==> config.mk <==
export PLATFORM = sky130hd
export DESIGN_NAME = up_counter_top
export DESIGN_NICKNAME = d
export VERILOG_FILES = /design/src/rtl/up_counter_top.sv
export SDC_FILE = /design/constraint.sdc
export NUM_CORES = 1
export LEC_CHECK = 0
export ABC_AREA = 1
export CORE_MARGIN = 2
export CORE_UTILIZATION = 40
export CTS_BUF_LIST = sky130_fd_sc_hd__clkbuf_4
export DETAILED_ROUTE_END_ITERATION = 16
export PLACE_DENSITY = 0.58
export SLEW_MARGIN = 20
export SYNTH_ARGS = -nofsm -noshare
export SYNTH_HDL_FRONTEND = slang
export SYNTH_SLANG_ARGS = --single-unit
==> constraint.sdc <==
create_clock -name top_port_clk -period 2.25 [get_ports top_port_clk]
set_input_delay 0.45 -clock top_port_clk [delete_from_list [all_inputs] [get_ports top_port_clk]]
set_output_delay 0.45 -clock top_port_clk [all_outputs]
set_load 0.01 [all_outputs]
==> src/rtl/up_counter_top.sv <==
// up_counter_top
// Free-running 16-bit binary + 4-digit BCD up counter, advanced together by an
// enable-gated prescaler, driving an 8-digit multiplexed seven-segment display.
// Digits 0..3 show the selected count (sel=0 hex of binary, sel=1 BCD).
// Build option: define SECONDARY_DISPLAY_EN to light digits 4..7 with the
// non-selected count; when undefined those digits stay blank.
// All outputs are registered (one cycle behind index/count state).

module up_counter_top #(
    parameter int SIZE     = 27,   // prescaler width, one step per 2^SIZE enabled cycles
    parameter int SCAN_DIV = 17    // scan divider width, 0 = advance digit every cycle
) (
    input  logic       top_port_clk,
    input  logic       top_port_rst,
    input  logic       top_port_en,
    input  logic       top_port_sel,
    input  logic       top_port_idp,
    output logic [6:0] top_port_ssd,
    output logic       top_port_odp,
    output logic [7:0] top_port_an
);

    // ------------------------------------------------------------------
    // Helper functions
    // ------------------------------------------------------------------

    // Decimal increment of a 4-digit packed BCD value; 9999 rolls to 0000.
    function automatic logic [15:0] bcd_inc(input logic [15:0] val);
        logic [15:0] res;
        logic        carry;
        res   = val;
        carry = 1'b1;
        for (int i = 0; i < 4; i++) begin
            if (carry) begin
                if (val[i*4 +: 4] == 4'd9) begin
                    res[i*4 +: 4] = 4'd0;
                    carry         = 1'b1;
                end else begin
                    res[i*4 +: 4] = val[i*4 +: 4] + 4'd1;
                    carry         = 1'b0;
                end
            end else begin
                res[i*4 +: 4] = val[i*4 +: 4];
            end
        end
        return res;
    endfunction

    // Active-low segment pattern {g,f,e,d,c,b,a} for one hex nibble.
    function automatic logic [6:0] seg7_encode(input logic [3:0] nib);
        logic [6:0] seg;
        case (nib)
            4'h0:    seg = 7'h40;
            4'h1:    seg = 7'h79;
            4'h2:    seg = 7'h24;
            4'h3:    seg = 7'h30;
            4'h4:    seg = 7'h19;
            4'h5:    seg = 7'h12;
            4'h6:    seg = 7'h02;
            4'h7:    seg = 7'h78;
            4'h8:    seg = 7'h00;
            4'h9:    seg = 7'h10;
            4'hA:    seg = 7'h08;
            4'hB:    seg = 7'h03;
            4'hC:    seg = 7'h46;
            4'hD:    seg = 7'h21;
            4'hE:    seg = 7'h06;
            4'hF:    seg = 7'h0E;
            default: seg = 7'h7F;
        endcase
        return seg;
    endfunction

    // ------------------------------------------------------------------
    // Prescaler and counts
    // ------------------------------------------------------------------
    logic [SIZE-1:0] presc_r;
    logic [15:0]     bin_r;
    logic [15:0]     bcd_r;
    logic            tick_s;

    // A count step happens on the enabled cycle where the prescaler is at its top value.
    assign tick_s = top_port_en & (presc_r == {SIZE{1'b1}});

    // Prescaler: free-wrapping while enabled, frozen otherwise.
    always_ff @(posedge top_port_clk) begin
        if (top_port_rst) begin
            presc_r <= {SIZE{1'b0}};
        end else if (top_port_en) begin
            presc_r <= presc_r + SIZE'(1);
        end else begin
            presc_r <= presc_r;
        end
    end

    // Binary and BCD counts advance together on the same tick so they never drift apart.
    always_ff @(posedge top_port_clk) begin
        if (top_port_rst) begin
            bin_r <= 16'h0000;
            bcd_r <= 16'h0000;
        end else if (tick_s) begin
            bin_r <= bin_r + 16'd1;
            bcd_r <= bcd_inc(bcd_r);
        end else begin
            bin_r <= bin_r;
            bcd_r <= bcd_r;
        end
    end

    // ------------------------------------------------------------------
    // Digit scan: divider plus 3-bit digit index
    // ------------------------------------------------------------------
    logic       scan_wrap_s;
    logic [2:0] idx_r;

    generate
        if (SCAN_DIV == 0) begin : g_no_scan_div
            assign scan_wrap_s = 1'b1;
        end else begin : g_scan_div
            logic [SCAN_DIV-1:0] scan_div_r;

            // Scan divider runs every cycle regardless of count enable.
            always_ff @(posedge top_port_clk) begin
                if (top_port_rst) begin
                    scan_div_r <= {SCAN_DIV{1'b0}};
                end else begin
                    scan_div_r <= scan_div_r + SCAN_DIV'(1);
                end
            end

            assign scan_wrap_s = (scan_div_r == {SCAN_DIV{1'b1}});
        end
    endgenerate

    // Digit index steps 0..7 each time the scan divider wraps.
    always_ff @(posedge top_port_clk) begin
        if (top_port_rst) begin
            idx_r <= 3'd0;
        end else if (scan_wrap_s) begin
            idx_r <= idx_r + 3'd1;
        end else begin
            idx_r <= idx_r;
        end
    end

    // ------------------------------------------------------------------
    // Display selection
    // ------------------------------------------------------------------
    logic [15:0] pri_s;
    logic [3:0]  nib_s;
    logic        lit_s;
    logic [7:0]  an_nxt_s;
    logic [6:0]  ssd_nxt_s;
    logic        odp_nxt_s;
`ifdef SECONDARY_DISPLAY_EN
    logic [15:0] sec_s;
`endif

    // Pick the nibble for the current digit and build the next anode/segment/dp values.
    always_comb begin
        pri_s     = 16'h0000;
        nib_s     = 4'h0;
        lit_s     = 1'b0;
        an_nxt_s  = 8'hFF;
        ssd_nxt_s = 7'h7F;
        odp_nxt_s = 1'b1;
`ifdef SECONDARY_DISPLAY_EN
        sec_s     = 16'h0000;
`endif

        if (top_port_sel) begin
            pri_s = bcd_r;
        end else begin
            pri_s = bin_r;
        end

`ifdef SECONDARY_DISPLAY_EN
        // Upper digits carry whichever count is not selected for the lower digits.
        if (top_port_sel) begin
            sec_s = bin_r;
        end else begin
            sec_s = bcd_r;
        end
        lit_s = 1'b1;
        if (idx_r[2]) begin
            nib_s = sec_s[{idx_r[1:0], 2'b00} +: 4];
        end else begin
            nib_s = pri_s[{idx_r[1:0], 2'b00} +: 4];
        end
`else
        // Upper digits are blank in this build.
        lit_s = ~idx_r[2];
        nib_s = pri_s[{idx_r[1:0], 2'b00} +: 4];
`endif

        if (lit_s) begin
            an_nxt_s  = ~(8'h01 << idx_r);
            ssd_nxt_s = seg7_encode(nib_s);
            odp_nxt_s = ~top_port_idp;
        end else begin
            an_nxt_s  = 8'hFF;
            ssd_nxt_s = 7'h7F;
            odp_nxt_s = 1'b1;
        end
    end

    // Output register: reset shows digit 0 as "0" with the decimal point off.
    always_ff @(posedge top_port_clk) begin
        if (top_port_rst) begin
            top_port_an  <= 8'hFE;
            top_port_ssd <= 7'h40;
            top_port_odp <= 1'b1;
        end else begin
            top_port_an  <= an_nxt_s;
            top_port_ssd <= ssd_nxt_s;
            top_port_odp <= odp_nxt_s;
        end
    end

endmodule

==> impl_metrics.tcl <==
set metrics [dict create \
    antenna_found_initial 0 \
    clkTransAtPathRegs_ps 150 \
    comb_power_share_pct 6.3 \
    num_antenna_cells 0 \
    drc 0 \
    hold_depth 2 \
    final_cell_count_no_fill 983 \
    die_h_um 117 \
    area_delta_synth_final_pct 11.8 \
    hold_viol 0 \
    holdPathEnd "g_scan_div.scan_div_r[16]$_SDFF_PP0_" \
    fin_area_um2 5710 \
    wirelength_um 11700 \
    grt_pass1_wl_um 19900 \
    cts_hold_buf 0 \
    cts_root_buffer "clkbuf_4" \
    p_int_mw 2.10 \
    grt.overflow.total 0 \
    netlist_area_um2 5110 \
    peakVddDrop_uv 328 \
    drv_cap 0 \
    num_rows 41 \
    ys_seq_area_share_pct 37.2 \
    reg2reg_depth 10 \
    cp-start-kind "flop" \
    ys.flop_type "dfxtp_1" \
    finClkSkew_ps 21.7 \
    cts_sinks 95 \
    finalCritPeriodShare_pct 89.0 \
    portBuffers 20 \
    seq_power_share_pct 60.7 \
    r2r_setup_slack_ps 250 \
    total_power_mw 2.82 \
    cts_tree "built" \
    io_pins 21 \
    leakagePower_nw 2.36 \
    syn_inst 774 \
    synth_area_leader_cell "dfxtp_1" \
    slew_viol_final 0 \
    status "finished, final reports clean" \
    drt_iter0_markers 255 \
    p_clk_share_pct 33.0 \
    fmax_ghz 0.500 \
    setup_viol 0 \
    synth-edff-count 0 \
    yosys-top-cells-area "dfxtp_1, nand2_1, inv_1, nor2_1, nand3_1" \
    yosys.cell_types.count 33 \
    ant_nets 0 \
    critical_path_class "flop to flop" \
    rsz0062_at_grt "false" \
    yosysMostFrequentCell "nand2_1" \
    path_max_fanout 5 \
    nets 827 \
    synth_seq_cells 95 \
    yosysTopAreaCellShare_pct 37.2 \
    synth.avg_cell_area_um2 6.60 \
    post_drt_wl_per_cell_um 11.9 \
    die-width_um 117 \
    dpl.hpwl_um 8730 \
    p_per_area_nw_per_um2 494 \
    grtUsageTotal_pct 18.4 \
    htreeDepth 3 \
    arrival_ps 2390 \
    grt_max_degree 38 \
    worst_setup_path_end_kind "flop" \
    gp_congestion 0.869 \
    placed_area_um2 5570 \
    required_ps 2630 \
    start_util_pct 40.6 \
    rr_endpoint "presc_r[24]$_SDFFE_PP0P_" \
    r2r_start "presc_r[0]$_SDFFE_PP0P_" \
    vias_per_cell 4.84 \
    hold_path.class "input port to flop" \
    netSwitchingFraction_pct 25.5 \
    async_flop_share_pct 0 \
    clk_path_buf_depth 2 \
    layout-drive-gt1-share_pct 8.01 \
    finalHoldWorstSlack_ps 321 \
    synthTopCellsByCount "nand2_1, dfxtp_1, inv_1, nor2_1, nand3_1" \
    vias 4762 \
    dpl.cell_count 967 \
    clk_latency_ps 490 \
    dieArea_um2 13700 \
    cts_inserted_buffers 9 \
    grt_pass1_vias 4430 \
    core-area_um2 12600 \
    min_from "top_port_rst" \
    p_switching_mw 0.719 \
    fin_crit_ps 2000 \
    drt-pass1-iter-count 4 \
    ys_warn_count 0 \
]
==> cells in the final DEF (no fill, tap or decap), types with 9 or more instances in the layout <==
master / count
o21ai_0: 33
nor3_1: 23
ha_1: 15
inv_1: 94
nand3_1: 56
clkbuf_4: 9
nand4_1: 16
dfxtp_1: 95
buf_4: 14
nand2_1: 218
nor2_1: 93
xor2_1: 18
a21oi_1: 52
clkdlybuf4s50_1: 19
==> routing by layer <==
metal | track usage, % | vias up | share of wire (%)
li1 | - | 2518 | -
met1 | 23.8 | 2149 | 48
met2 | 30.2 | 69 | 47
met3 | 2.83 | 26 | 2.8
met4 | 8.86 | 0 | 2.5
met5 | 0 | - | 0
==> sequential cells by signal, summed over array words and instances, names as in the netlist <==
register	flops
bcd_r	16
bin_r	16
g_scan_div.scan_div_r	17
idx_r	3
presc_r	27
top_port_an	8
top_port_odp	1
top_port_ssd	7
==> through the flow <==
| stage | setup WS (ps) | setup TNS [ps] | utilization (%) |
|---|---|---|---|
| 2_1_floorplan | 372 | 0 | - |
| 3_5_place_dp | -203 | -883 | 44.4 |
| 5_1_grt | 50.7 | 0 | 45.5 |
| 4_1_cts | 121 | 0 | 45.4 |
| 6_report | 248 | 0 | 45.5 |
| 3_3_place_gp | -143 | -530 | 44.4 |
==> worst max-delay path by stage <==
stage                                        startpoint                         end
floorplan                                  top_port_sel  top_port_ssd[3]$_SDFF_PP0_
global placement                           top_port_sel  top_port_ssd[3]$_SDFF_PP0_
detailed placement                         top_port_sel  top_port_ssd[3]$_SDFF_PP0_
CTS                 g_scan_div.scan_div_r[0]$_SDFF_PP0_       idx_r[1]$_SDFFE_PP0N_
global route        g_scan_div.scan_div_r[0]$_SDFF_PP0_       idx_r[1]$_SDFFE_PP0N_
finish                          presc_r[0]$_SDFFE_PP0P_    presc_r[24]$_SDFFE_PP0P_
==> power groups by stage <==
stage               clock network, mW  registers [mW]  logic [mW]
CTS                             0.972            1.71       0.179
finish                          0.931            1.71       0.178
floorplan                           0            1.75       0.105
global route                     1.02            1.71       0.202
global placement                    0            1.75       0.177
detailed placement                  0            1.75       0.178
==> timing repair <==
item                       CTS  global route
setup endpoints to repair    0             2
gates resized for setup      0             2
setup buffers                0             0
==> final cells by class <==
type	count	area (um2)
clock inverter	7	63.8
clock buffer	9	67.6
tap	172	215
timing repair buffer	35	320
sequential	95	1900
inverter	104	390
multi-input combinational	561	2750
fill	1349	6860
==> worst max-delay path, stage by stage, from the launching register on <==
cell     delay, ps
dfxtp_1        430
ha_1           220
nand2_1         90
nor3_2         290
nand2_1        160
nor2_2         210
nand2_1        130
nor2_1         190
nand2_1         80
nand2_1         70
nor2_1          40
==> logic make-up (layout without fill, tap and decap cells) <==
logic type / count (synthesis) / count (layout) / share of synthesized area (%)
buf+inv: 120 / 155 / 9.16
fa+ha+maj: 16 / 16 / 3.92
flops: 95 / 95 / 37.2
simple gates: 427 / 427 / 36.2
xor+xnor: 20 / 20 / 3.43
other cells: 1 / 3 / 0.0734
compound gates: 95 / 95 / 9.94
(Power assumes the default switching activity.)
